--- src/rtl/imem_loader.sv ---
// imem_loader: streams a length-prefixed, XOR-checksummed program image from an
// 8-bit valid/ready byte stream into instruction memory, and holds the CPU in
// reset until a complete image with a good checksum has been written.
module imem_loader #(
    parameter int DSIZE = 16,
    parameter int ISIZE = 16,
    parameter int DEPTH = 256
) (
    input  logic             clk,
    input  logic             rst,
    input  logic             start,
    input  logic             in_valid,
    input  logic [7:0]       in_data,
    output logic             in_ready,
    output logic             mem_wen,
    output logic [ISIZE-1:0] mem_addr,
    output logic [DSIZE-1:0] mem_data,
    output logic             cpu_rst,
    output logic             busy,
    output logic             done,
    output logic             err,
    output logic [ISIZE-1:0] words_loaded
);

    typedef enum logic [2:0] {
        S_IDLE,
        S_LEN_HI,
        S_LEN_LO,
        S_DATA_HI,
        S_DATA_LO,
        S_CSUM,
        S_DONE,
        S_ERR
    } state_t;

    state_t      state;
    logic [7:0]  len_hi;    // high length byte, held until the low byte arrives
    logic [15:0] len;       // word count N of the current load
    logic [7:0]  hi_byte;   // high half of the word being assembled
    logic [7:0]  csum;      // running XOR of every byte accepted so far
    // One bit wider than N so that N = 65535 words can be counted without wrap.
    logic [16:0] wcnt;

    logic        xfer;
    logic [15:0] n_rx;
    logic [16:0] wcnt_nxt;

    assign xfer     = in_valid & in_ready;
    assign n_rx     = {len_hi, in_data};
    assign wcnt_nxt = wcnt + 17'd1;

    // Status outputs are pure decodes of the state register, so they settle
    // immediately on an asynchronous reset.
    always_comb begin
        in_ready = (state == S_LEN_HI) || (state == S_LEN_LO) ||
                   (state == S_DATA_HI) || (state == S_DATA_LO) ||
                   (state == S_CSUM);
        busy     = in_ready;
        done     = (state == S_DONE);
        err      = (state == S_ERR);
        cpu_rst  = (state != S_DONE);
    end

    // Loader FSM: parses the byte stream, issues one-cycle word writes and
    // checks the trailing XOR checksum.
    always_ff @(posedge clk or posedge rst) begin
        if (rst) begin
            state        <= S_IDLE;
            len_hi       <= '0;
            len          <= '0;
            hi_byte      <= '0;
            csum         <= '0;
            wcnt         <= '0;
            words_loaded <= '0;
            mem_wen      <= 1'b0;
            mem_addr     <= '0;
            mem_data     <= '0;
        end else begin
            mem_wen <= 1'b0;
            case (state)
                S_IDLE, S_DONE, S_ERR: begin
                    if (start) begin
                        state        <= S_LEN_HI;
                        csum         <= '0;
                        wcnt         <= '0;
                        words_loaded <= '0;
                    end
                end
                S_LEN_HI: begin
                    if (xfer) begin
                        len_hi <= in_data;
                        csum   <= csum ^ in_data;
                        state  <= S_LEN_LO;
                    end
                end
                S_LEN_LO: begin
                    if (xfer) begin
                        len  <= n_rx;
                        csum <= csum ^ in_data;
                        // Oversized images are rejected before any word is written.
                        if (int'(n_rx) > DEPTH)
                            state <= S_ERR;
                        else if (n_rx == 16'd0)
                            state <= S_CSUM;
                        else
                            state <= S_DATA_HI;
                    end
                end
                S_DATA_HI: begin
                    if (xfer) begin
                        hi_byte <= in_data;
                        csum    <= csum ^ in_data;
                        state   <= S_DATA_LO;
                    end
                end
                S_DATA_LO: begin
                    if (xfer) begin
                        mem_wen      <= 1'b1;
                        mem_addr     <= ISIZE'(wcnt);
                        mem_data     <= DSIZE'({hi_byte, in_data});
                        wcnt         <= wcnt_nxt;
                        words_loaded <= ISIZE'(wcnt_nxt);
                        csum         <= csum ^ in_data;
                        if (wcnt_nxt == {1'b0, len})
                            state <= S_CSUM;
                        else
                            state <= S_DATA_HI;
                    end
                end
                S_CSUM: begin
                    // csum already covers every byte before the checksum byte.
                    if (xfer)
                        state <= (in_data == csum) ? S_DONE : S_ERR;
                end
                default: state <= S_IDLE;
            endcase
        end
    end

endmodule

--- config.mk ---
export PLATFORM = sky130hd
export DESIGN_NAME = imem_loader
export DESIGN_NICKNAME = d
export VERILOG_FILES = /design/src/rtl/imem_loader.sv
export SDC_FILE = /design/constraint.sdc
export NUM_CORES = 1
export LEC_CHECK = 0
export ABC_AREA = 0
export CAP_MARGIN = 40
export CORE_MARGIN = 2
export CORE_UTILIZATION = 30
export DETAILED_ROUTE_END_ITERATION = 12
export PLACE_DENSITY_LB_ADDON = 0.2
export SYNTH_ARGS = -nofsm -noshare
export SYNTH_HDL_FRONTEND = slang
export SYNTH_SLANG_ARGS = --single-unit
--- constraint.sdc ---
create_clock -name clk -period 5.1 [get_ports clk]
set_input_delay 0.765 -clock clk [delete_from_list [all_inputs] [get_ports clk]]
set_output_delay 0.765 -clock clk [all_outputs]
set_load 0.02 [all_outputs]
== Word-level counts from Yosys, hierarchy flattened ==
Cells that the tools add are included.
Cells by class
  $add $sub $neg: 1
  order comparisons: 1
  equal/unequal tests: 17
  multiplexer cells: 22
  bitwise operators: 2
  reductions and logical operators: 17
Operators with widths (number)
  17-bit two-way mux: 2
  17-bit case mux with 2 select lines: 1
  16-bit two-way mux: 2
  16-bit case mux with 2 select lines: 1
  3-bit two-way mux: 9
  3-bit case mux with 6 select lines: 1
  17-bit by 1-bit adder with 17-bit output (second input constant): 1
  17-bit by 16-bit == test with 1-bit output: 1
  16-bit by 9-bit > comparator with 1-bit output (second input constant): 1
  16-bit zero test: 1
  8-bit two-way mux: 2
  8-bit case mux with 2 select lines: 1
  3-bit == test (second input constant): 4
  2-bit != test (second input constant): 6
  8-bit == test: 1
  2-bit AND reduction: 4
  8-bit XOR: 1
  3-bit by 2-bit == test with 1-bit output (second input constant): 2
  3-bit AND reduction: 2
  6-bit AND reduction: 1
  1-bit logical OR: 4
  2-bit nonzero test: 2
  4-bit OR reduction: 1
  3-bit by 1-bit == test with 1-bit output (second input constant): 1
  6 further kinds: 8
Storage, ports and cells
  flip-flop bits (word level): 109
  bits of input ports: 12
  output and inout bits: 54
  logic and storage cells: 70

== Depth between registers and ports, before layout ==
Gate-level depths: netlist of run 1.
  depth after elaboration: 8
  gate-level depth with buffers: 10
  mapped depth without buffers: 8

== Least setup slack after synthesis of run 1 ==
No wires, ideal clock.
  kind: register to output
  start point: register state[2]
  end point: output port in_ready
  arrival time: 1.529 ns
  required time: 4.335 ns
  setup slack: 2.806 ns
  cell stages (with the launch flop): 5
  path buffers: 2
  cells stage by stage: dfrtp_1 clkbuf_1 nand2_1 a21boi_0 buf_4
On the way
  cells in the longest elaborated chain, start to end: 5
  elaborated cells on any way between the ends: 9
  those cells by class: eq/ne: 5; reduce/logical: 4
Ends and longest elaborated chain
  start, declared: line 36  | state_t state;
  start signal, assigned: line 133  | state <= (in_data == csum) ? S_DONE : S_ERR;
  3-bit by 1-bit == test with 1-bit output or 3-bit by 2-bit == test with 1-bit output (tied branches): line 55  | in_ready = (state == S_LEN_HI) || (state == S_LEN_LO) ||
  1-bit logical OR (2 in a row): line 55
  1-bit logical OR: line 56  | (state == S_DATA_HI) || (state == S_DATA_LO) ||
  1-bit logical OR *: line 56
  end, declared: line 14  | output logic in_ready,
Mark *: on every way between the ends. The rest lies on a longest branch, timed or not.

== Worst setup path in the final report of run 1 ==
  start point: register state[2]
  end point: output port busy
On the way
  cells in the longest elaborated chain, start to end: 5
  elaborated cells on any way between the ends: 9
  those cells by class: eq/ne: 5; reduce/logical: 4
Ends and longest elaborated chain
  3-bit by 1-bit == test with 1-bit output or 3-bit by 2-bit == test with 1-bit output (tied branches): line 55
  1-bit logical OR (2 in a row): line 55
  1-bit logical OR: line 56
  1-bit logical OR *: line 56
  end, declared: line 19  | output logic busy,
Marked as above.

==> results of run 1 <==
worst reg2reg max path, cell delays in order (launching register included):
cell	delay (ns)
dfrtp_1	0.72
nand4_1	0.29
nor4_2	0.42
xnor2_1	0.16
a21oi_1	0.10
nor4_2	0.30
nand4_1	0.26
a221o_1	0.36
logic make-up (layout without fill, tap and decap cells):
| kind of cell | Yosys count | in the layout | synth area share (%) |
|---|---|---|---|
| mux | 31 | 31 | 7.08 |
| fa+ha+maj | 1 | 1 | 0.254 |
| xor+xnor | 31 | 31 | 5.50 |
| compound gates | 98 | 98 | 12.4 |
| buf+inv | 64 | 94 | 7.13 |
| simple gates | 219 | 219 | 20.4 |
| flops | 93 | 93 | 47.2 |
worst max-delay path by stage:
stage / start / endpoint / slack (ns)
after floorplan: rst / csum[0]$_DFFE_PP0P_ / 1.91
after global placement: in_valid / len[6]$_DFFE_PP0P_ / 2.11
after detailed placement: in_valid / csum[6]$_DFFE_PP0P_ / 2.19
after CTS: state[2]$_DFFE_PP0P_ / busy / 2.05
after global routing: state[2]$_DFFE_PP0P_ / busy / 1.84
final: state[2]$_DFFE_PP0P_ / busy / 2.08
area by class of cell:
type,count,area [um^2]
fillers,1635,10100
flip-flops and latches,93,2330
well taps,216,270
clock inverters,4,23.8
multi-input cells,380,2260
inverters,8,32.5
clock buffers,12,246
repair buffers,70,692
cell usage after synthesis (5+ instances only):
| master | number | share of area, % |
|---|---|---|
| a21oi_1 | 17 | 1.7 |
| o21ai_0 | 38 | 3.9 |
| nor4_1 | 6 | 0.76 |
| mux2_2 | 31 | 7.1 |
| inv_1 | 6 | 0.46 |
| buf_4 | 20 | 3.0 |
| nand4_1 | 10 | 1.3 |
| nor3_1 | 7 | 0.71 |
| nand3_1 | 11 | 1.1 |
| xor2_1 | 14 | 2.5 |
| nand2_1 | 130 | 9.9 |
| dfrtp_1 | 93 | 47 |
| o31ai_1 | 7 | 1.1 |
| xnor2_1 | 17 | 3.0 |
| o21ai_1 | 10 | 1.0 |
| clkbuf_1 | 19 | 1.4 |
| buf_2 | 11 | 1.1 |
| nor2_1 | 28 | 2.1 |
| a31oi_1 | 5 | 0.63 |
registers in the layout (all words and copies together), names as in the netlist:
register and count:
wcnt 2, len_hi 8, mem_addr 16, state 3, mem_wen 1, words_loaded 15, mem_data 16, len 16
csum 8, hi_byte 8
power by group:
part,internal [uW],total [uW],switching (uW)
combinational,510,1060,552
clock,343,624,282
sequential,975,1200,230
through the flow:
step           worst slack (ns)  util (%)  instance area [um^2]  hold slack, ns
2_1_floorplan              1.91         -                  4930           0.433
3_3_place_gp               2.11      34.8                  5570           0.453
3_5_place_dp               2.19      34.9                  5580           0.458
4_1_cts                    2.05      36.6                  5850           0.478
5_1_grt                    1.84      36.6                  5850           0.492
6_report                   2.08      36.6                  5850           0.472
routing by layer:
layer  wire [um]  GRT usage (%)
met1        5820           19.2
met2        5610           23.1
met3         545           3.88
met4         186           4.18
met5           0              0
==> run metrics, run 1 <==
outcome=complete, no violations; Via density=4.89; dpl hpwl=8.19 mm; crit end category=output pin; port bufs=65; Clock Latency Late Sink=0.35 ns; layout cells sized above 1=11.6%; setup TNS=0 ns; Die ar.=0.0175 mm^2; R2R cell count=7; DRC viols=0; Post-synth EDFFs=0; Yosys cell types=49; Core Rows=46; placed insts=767; slowest stage delay, CP=0.66 ns; Die Span Y=132 um; Max VDD drop=0.000243 V; Mapped Area=0.00493 mm^2; DR pass1 iterations=5; Worst Hold Class=reg -> reg; Core ar.=0.0160 mm^2; Seq/Total Area, Yosys=47.2%; initial antenna violation count=0; Hold EP=mem_data[8]$_DFFE_PP0P_; total chip power=2890 uW; Final ANT Viol Nets=0; critical path cell sequence=clkinv_1, a21boi_0, clkdlybuf4s50_1; largest net degree at the start of global routing=63; most common cell after layout, fill and taps aside=nand2_1; CP top delay family=buffers and inverters; critical path class=reg -> out; final wirelength=12.2 mm; Area Growth Syn to Fin=18.7%; worst slew pin tran=0.795 ns; critical path arrival=2.26 ns; fmax=331 MHz; Finish-stage setup viols=0; Post-Syn Nets=550; post-synthesis async set-or-reset flop share=100%; cts hold-fix bufs=0; Avg WL per Cell=15.5 um; GRT Residual Overflow=0; Leak Pwr=0.00246 uW; clock skew=0.00597 ns; final layout net count=575; reg-to-reg endpoint=state[1]$_DFFE_PP0P_; WP depth=3; cell area power density=494 mW/mm^2; Max Fanout on Critical Path=14; clock buffer depth=2; Die X=132 um; Yosys warnings=0; R2R Setup Slk=2.38 ns; n_diodes=0; vias in the first global route=3812; hold path start=hi_byte[0]$_DFFE_PP0P_; Setup Buffers After CTS=0; post_cts resized=0; WP buf/inv=2; Synth Instances=537; Clock Sinks=93; hold path depth=2; Yosys reg bits=93; Clock transition at path regs=0.06 ns; worst endpoint required time=4.34 ns; clk root buf=clkbuf_16; top_reg_cell synth=dfrtp_1; Non-Filler Instances=783; I/O pin total=66; critical register-to-register path startpoint=words_loaded[8]$_DFFE_PP0P_; Avg Inst Size Synth=9.18 um^2; unrepaired setup endpoints after global routing=no; CP Launch Type=register; CP max-delay cell=clkdlybuf4s50_1; most frequent cells in the layout=129 x nand2_1, 93 x dfrtp_1, 65 x clkdlybuf4s50_1, 38 x o21ai_0, 31 x mux2_2; gpl congestion=0.824; max-slew violations=0; Tcrit/Tclk final=59.2%; post-layout min period=3.02 ns; slew margin rel.=47.0%; Max H-tree Level=3; Max-Cap Viols=0; Initial Utilization=30.8%; first-pass GRT wire length=20.2 mm; cts bufs inserted=9; starting DRC count in detailed routing=228; Hold Fails Final Rpt=0; CTS tree=yes; Tot GR Track Use=14.4%; vias=3832
(Power assumes the default switching activity.)
==> inputs of run 2 (changes only) <==
==> constraint.sdc (replaced) <==
create_clock -name clk -period 2.5 [get_ports clk]
set_input_delay 0.375 -clock clk [delete_from_list [all_inputs] [get_ports clk]]
set_output_delay 0.375 -clock clk [all_outputs]
set_load 0.02 [all_outputs]
==> run 2 against run 1 <==
Via count rose by 3.5%. Total power is 110% higher. Register-to-register slack worse by 2.2 ns. Critical path type unchanged. Highest routed layer unchanged.
==> run metrics, run 2 (same netlist as run 1, synthesis figures left out) <==
outcome=complete, no violations (unchanged); n_diodes=0 (unchanged); Max H-tree Level=3 (unchanged); Max-Cap Viols=0 (unchanged); DR pass1 iterations=5 (unchanged); post-layout min period=2.35 ns; vias=3966 (was 3832); Setup Buffers After CTS=0 (unchanged); layout cells sized above 1=17.5% (was 11.6%); critical path class=reg -> out (unchanged); worst endpoint required time=2.12 ns (was 4.34 ns); final layout net count=609 (was 575); initial antenna violation count=0 (unchanged); Core Util, Final=38.7% (was 36.6%); Die Span Y=132 um (unchanged); CTS tree=yes (unchanged); clk root buf=clkbuf_16 (unchanged); CP Launch Type=register (unchanged); starting DRC count in detailed routing=223 (was 228); Die ar.=0.0175 mm^2 (unchanged); Worst Hold Margin=0.463 ns (was 0.472 ns); biggest regs=len: 16 flops, mem_addr: 16 flops, mem_data: 16 flops (unchanged); final wirelength=12.8 mm (was 12.2 mm); Core ar.=0.0160 mm^2 (unchanged); Leak Pwr=0.00266 uW (was 0.00246 uW); first-pass GRT wire length=21.0 mm (was 20.2 mm); I/O pin total=66 (unchanged); vias in the first global route=3939 (was 3812); critical path arrival=1.97 ns (was 2.26 ns); slew margin rel.=54.6% (was 47.0%); Area Growth Syn to Fin=25.6% (was 18.7%); fmax=426 MHz; DRC viols=0 (unchanged); Tot GR Track Use=15.2% (was 14.4%); Die X=132 um (unchanged); Clock Latency Late Sink=0.35 ns (about the same); most common cell after layout, fill and taps aside=nand2_1 (unchanged); Max Fanout on Critical Path=10 (was 14); gpl congestion=0.820 (was 0.824); most frequent cells in the layout=129 x nand2_1, 91 x dfrtp_1, 65 x clkdlybuf4s50_1, 38 x o21ai_0, 35 x buf_4 (was 129 x nand2_1, 93 x dfrtp_1, 65 x clkdlybuf4s50_1, 38 x o21ai_0, 31 x mux2_2); Clock transition at path regs=0.07 ns (was 0.06 ns); clock skew=0.00575 ns (was 0.00597 ns); Finish-stage setup viols=0 (unchanged); worst slew pin tran=0.679 ns (was 0.795 ns); max-slew violations=0 (unchanged); Max VDD drop=0.000516 V (was 0.000243 V); Fill cells=1632 (was 1635); Worst Hold Class=reg -> reg (unchanged); Hold Fails Final Rpt=0 (unchanged); clock buffer depth=2 (unchanged); Tcrit/Tclk final=93.8%; setup TNS=0 ns (unchanged); unrepaired setup endpoints after global routing=no (unchanged); Avg WL per Cell=15.6 um (was 15.5 um); largest net degree at the start of global routing=56 (was 63); total chip power=6150 uW (was 2890 uW); Via density=4.85 (was 4.89); crit end category=output pin (unchanged); port bufs=65 (unchanged); Final ANT Viol Nets=0 (unchanged); Clock Sinks=93 (unchanged); dpl hpwl=8.98 mm (was 8.19 mm); Core Rows=46 (unchanged); cts bufs inserted=9 (unchanged); Initial Utilization=30.8% (unchanged); GRT Residual Overflow=0 (unchanged); cell area power density=993 mW/mm^2 (was 494 mW/mm^2)
run 2: changes by cell type in the layout (fill, tap and decap cells not counted), moves of 2 or more:
| cell | previous run | this run |
|---|---|---|
| buf_4 | 4 | 35 |
| buf_12 | 0 | 4 |
| dfrtp_2 | 0 | 2 |
| dfrtp_1 | 93 | 91 |
| clkbuf_1 | 2 | 0 |
run 2: area by class of cell:
class	count	area [um^2]	share of cell area, %
Sequential cell	93	2330	37.6
Multi-Input combinational cell	380	2260	36.5
Timing Repair Buffer	104	993	16.0
Tap cell	216	270	4.36
Clock buffer	10	239	3.86
Clock inverter	6	68.8	1.11
Inverter	8	33.8	0.545
run 2: worst max-delay path, stage by stage, from the launching register on:
cell and delay, ns:
dfrtp_1 0.52, nand2_1 0.14, or2_2 0.31, inv_1 0.06, clkdlybuf4s50_1 0.59
run 2: path summary, 6_finish.rpt:
kind | from | end | slack, ns | cells past startpoint
worst max-delay path | state[1]$_DFFE_PP0P_ | done | 0.15 | 4
worst min-delay path | hi_byte[4]$_DFFE_PP0P_ | mem_data[12]$_DFFE_PP0P_ | 0.46 | 2
worst max register to register | words_loaded[0]$_DFFE_PP0P_ | state[2]$_DFFE_PP0P_ | 0.19 | 8
worst min register to register | hi_byte[4]$_DFFE_PP0P_ | mem_data[12]$_DFFE_PP0P_ | 0.46 | 2
max in group asynchronous | rst | mem_addr[12]$_DFFE_PP0P_ | 1.43 | 3
min in group asynchronous | rst | mem_data[10]$_DFFE_PP0P_ | 0.48 | 2
run 2: layer usage:
metal	GRT usage [%]	wire [um]	up-vias
li1	-	-	1941
met1	19.8	5880	1923
met2	25.2	6190	91
met3	3.73	555	11
met4	3.94	136	0
met5	0	0	-
run 2: report_power, final:
group | internal (uW) | switching, uW | leakage [uW]
clock network | 812 | 616 | 0.000155
logic | 1110 | 1200 | 0.00131
registers | 1990 | 421 | 0.00120
total | 3910 | 2240 | 0.00266
run 2: repair_timing:
item | in CTS | in global routing
hold buffers | 0 | 0
resized for setup | 1 | 4
cloned | 0 | 0
endpoints found under the hold margin | 0 | 0
setup endpoints to repair | 2 | 3
run 2: per-stage QoR:
stage | worst slack (ns) | cells | instance area, um^2
after global placement | 0.125 | 801 | 5880
after global routing | 0.00333 | 817 | 6200
after floorplan | 0.423 | 537 | 4940
after detailed placement | 0.0723 | 801 | 5880
final | 0.154 | 817 | 6200
after CTS | 0.108 | 817 | 6190
==> inputs of run 3 (changes only) <==
==> constraint.sdc (replaced) <==
create_clock -name clk -period 2.7 [get_ports clk]
set_input_delay 0.405 -clock clk [delete_from_list [all_inputs] [get_ports clk]]
set_output_delay 0.405 -clock clk [all_outputs]
set_load 0.02 [all_outputs]
==> run 3 against run 2 <==
Sequential share of layout area rose by 0.058 points. Count of clock-buffer cells in the layout fell by 1. Flip-flop and latch count did not move. Clock skew barely moved. Utilization fell by 0.10 points. Largest cell class unchanged.
==> run metrics, run 3 (same netlist as run 1, synthesis figures left out) <==
cts hold-fix bufs=0 (unchanged); dpl hpwl=8.97 mm (was 8.98 mm); hold path start=mem_addr[11]$_DFFE_PP0P_ (was hi_byte[4]$_DFFE_PP0P_); Worst Hold Class=reg -> reg (unchanged); register area=0.00233 mm^2 (about the same); vias=3893 (was 3966); initial antenna violation count=0 (unchanged); GRT Residual Overflow=0 (unchanged); biggest regs=len: 16 flops, mem_addr: 16 flops, mem_data: 16 flops (unchanged); starting DRC count in detailed routing=313 (was 223); DRC viols=0 (unchanged); CP Launch Type=register (unchanged); Initial Utilization=30.8% (unchanged); I/O pin total=66 (unchanged); final layout net count=603 (was 609); Worst Hold Margin=0.474 ns (was 0.463 ns); final wirelength=12.7 mm (was 12.8 mm); slew margin rel.=45.9% (was 54.6%); fmax=405 MHz; most frequent cells in the layout=129 x nand2_1, 93 x dfrtp_1, 65 x clkdlybuf4s50_1, 38 x o21ai_0, 31 x mux2_2 (was 129 x nand2_1, 91 x dfrtp_1, 65 x clkdlybuf4s50_1, 38 x o21ai_0, 35 x buf_4); gpl congestion=0.834 (was 0.820); Die ar.=0.0175 mm^2 (unchanged); Avg WL per Cell=15.7 um (was 15.6 um); Via density=4.80 (was 4.85); Final ANT Viol Nets=0 (unchanged); Die Span Y=132 um (unchanged); Tot GR Track Use=15.1% (was 15.2%); critical register-to-register path startpoint=words_loaded[0]$_DFFE_PP0P_ (unchanged); critical path class=reg -> reg (was reg -> out); worst slew pin tran=0.806 ns (was 0.679 ns); post-layout min period=2.47 ns; Max VDD drop=0.000598 V (was 0.000516 V); cell area power density=949 mW/mm^2 (was 993 mW/mm^2); Max-Cap Viols=0 (unchanged); CTS tree=yes (unchanged); R2R Setup Slk=0.23 ns (was 0.19 ns); setup TNS=0 ns (unchanged); Max H-tree Level=3 (unchanged); Tcrit/Tclk final=91.5%; largest net degree at the start of global routing=40 (was 56); Setup crit start=words_loaded[0]$_DFFE_PP0P_ (was state[1]$_DFFE_PP0P_); clk root buf=clkbuf_16 (unchanged); Clock Latency Late Sink=0.35 ns (about the same); Core Util, Final=38.6% (was 38.7%); Finish-stage setup viols=0 (unchanged); n_diodes=0 (unchanged); worst endpoint required time=2.94 ns (was 2.12 ns); Final WS setup=0.230 ns (was 0.154 ns); max-slew violations=0 (unchanged); Clock transition at path regs=0.07 ns (about the same); clock buffer depth=2 (unchanged); Core ar.=0.0160 mm^2 (unchanged); first-pass GRT wire length=20.9 mm (was 21.0 mm); DR pass1 iterations=4 (was 5); Die X=132 um (unchanged); layout cells sized above 1=16.1% (was 17.5%); pre-CTS setup slack=0.0949 ns (was 0.0723 ns); clock skew=0.00578 ns (was 0.00575 ns); Leak Pwr=0.00265 uW (was 0.00266 uW); Multi-input gate area=0.00226 mm^2 (about the same); unrepaired setup endpoints after global routing=no (unchanged); cts bufs inserted=9 (unchanged); Hold Fails Final Rpt=0 (unchanged); vias in the first global route=3849 (was 3939); most common cell after layout, fill and taps aside=nand2_1 (unchanged); outcome=complete, no violations (unchanged); Area Growth Syn to Fin=25.3% (was 25.6%); Core Rows=46 (unchanged); Clock Sinks=93 (unchanged); critical path arrival=2.71 ns (was 1.97 ns); Max Fanout on Critical Path=9 (was 10); Fill cells=1645 (was 1632); port bufs=65 (unchanged); crit end category=register (was output pin)
[run 3: cell types whose count changed in the layout (fill, tap and decap cells not counted), moves of 2 or more]
cell / before / now
buf_4: 35 / 30
dfrtp_2: 2 / 0
bufinv_16: 1 / 3
dfrtp_1: 91 / 93
clkinv_2: 2 / 0
[run 3: final cells by class]
class / count / area share [%]
inverter: 8 / 0.547
sequential: 93 / 37.7
clock inverter: 7 / 2.06
clock buffer: 9 / 3.64
timing repair buffer: 98 / 15.1
tap: 216 / 4.37
multi-input combinational: 380 / 36.6
[run 3: where the power goes]
group,switching [uW],leakage (uW),internal (uW)
sequential,381,0.00120,1840
combinational,1120,0.00128,1010
clock,591,0.000173,920
total,2090,0.00265,3770
[run 3: final timing paths]
kind,end,cells after the start
max in group asynchronous,mem_addr[12]$_DFFE_PP0P_,3
max,state[1]$_DFFE_PP0P_,8
min in group asynchronous,mem_data[7]$_DFFE_PP0P_,2
max reg2reg,state[1]$_DFFE_PP0P_,8
min reg2reg,mem_addr[11]$_DFFE_PP0P_,2
min,mem_addr[11]$_DFFE_PP0P_,2
[run 3: repair_timing]
action	4_1_cts	5_1_grt
gates resized for setup	0	1
setup buffers	0	0
setup endpoints to repair	0	2
[run 3: metal layers]
metal / share of wire [%] / wire length, um / GRT usage [%] / vias up
met4: 0.93 / 119 / 3.46 / 0
met5: 0 / 0 / 0 / -
met3: 3.7 / 469 / 3.77 / 9
met1: 47 / 6050 / 20.4 / 1882
met2: 48 / 6100 / 24.5 / 77
li1: - / - / - / 1925
[run 3: per-stage QoR]
| stage | instance area, um^2 | power (uW) | cells |
|---|---|---|---|
| after detailed placement | 5820 | 4400 | 795 |
| after CTS | 6180 | 5950 | 811 |
| after floorplan | 4940 | 3620 | 537 |
| after global routing | 6180 | 6250 | 811 |
| final | 6180 | 5870 | 811 |
| after global placement | 5820 | 4350 | 795 |
[run 3: worst max-delay path, stage by stage (launching register included)]
cell     delay (ns)
dfrtp_1        0.50
ha_1           0.32
and3_1         0.27
nand3_1        0.16
nor3_2         0.20
a21oi_1        0.08
nor4_2         0.25
nand4_1        0.22
a221o_1        0.35
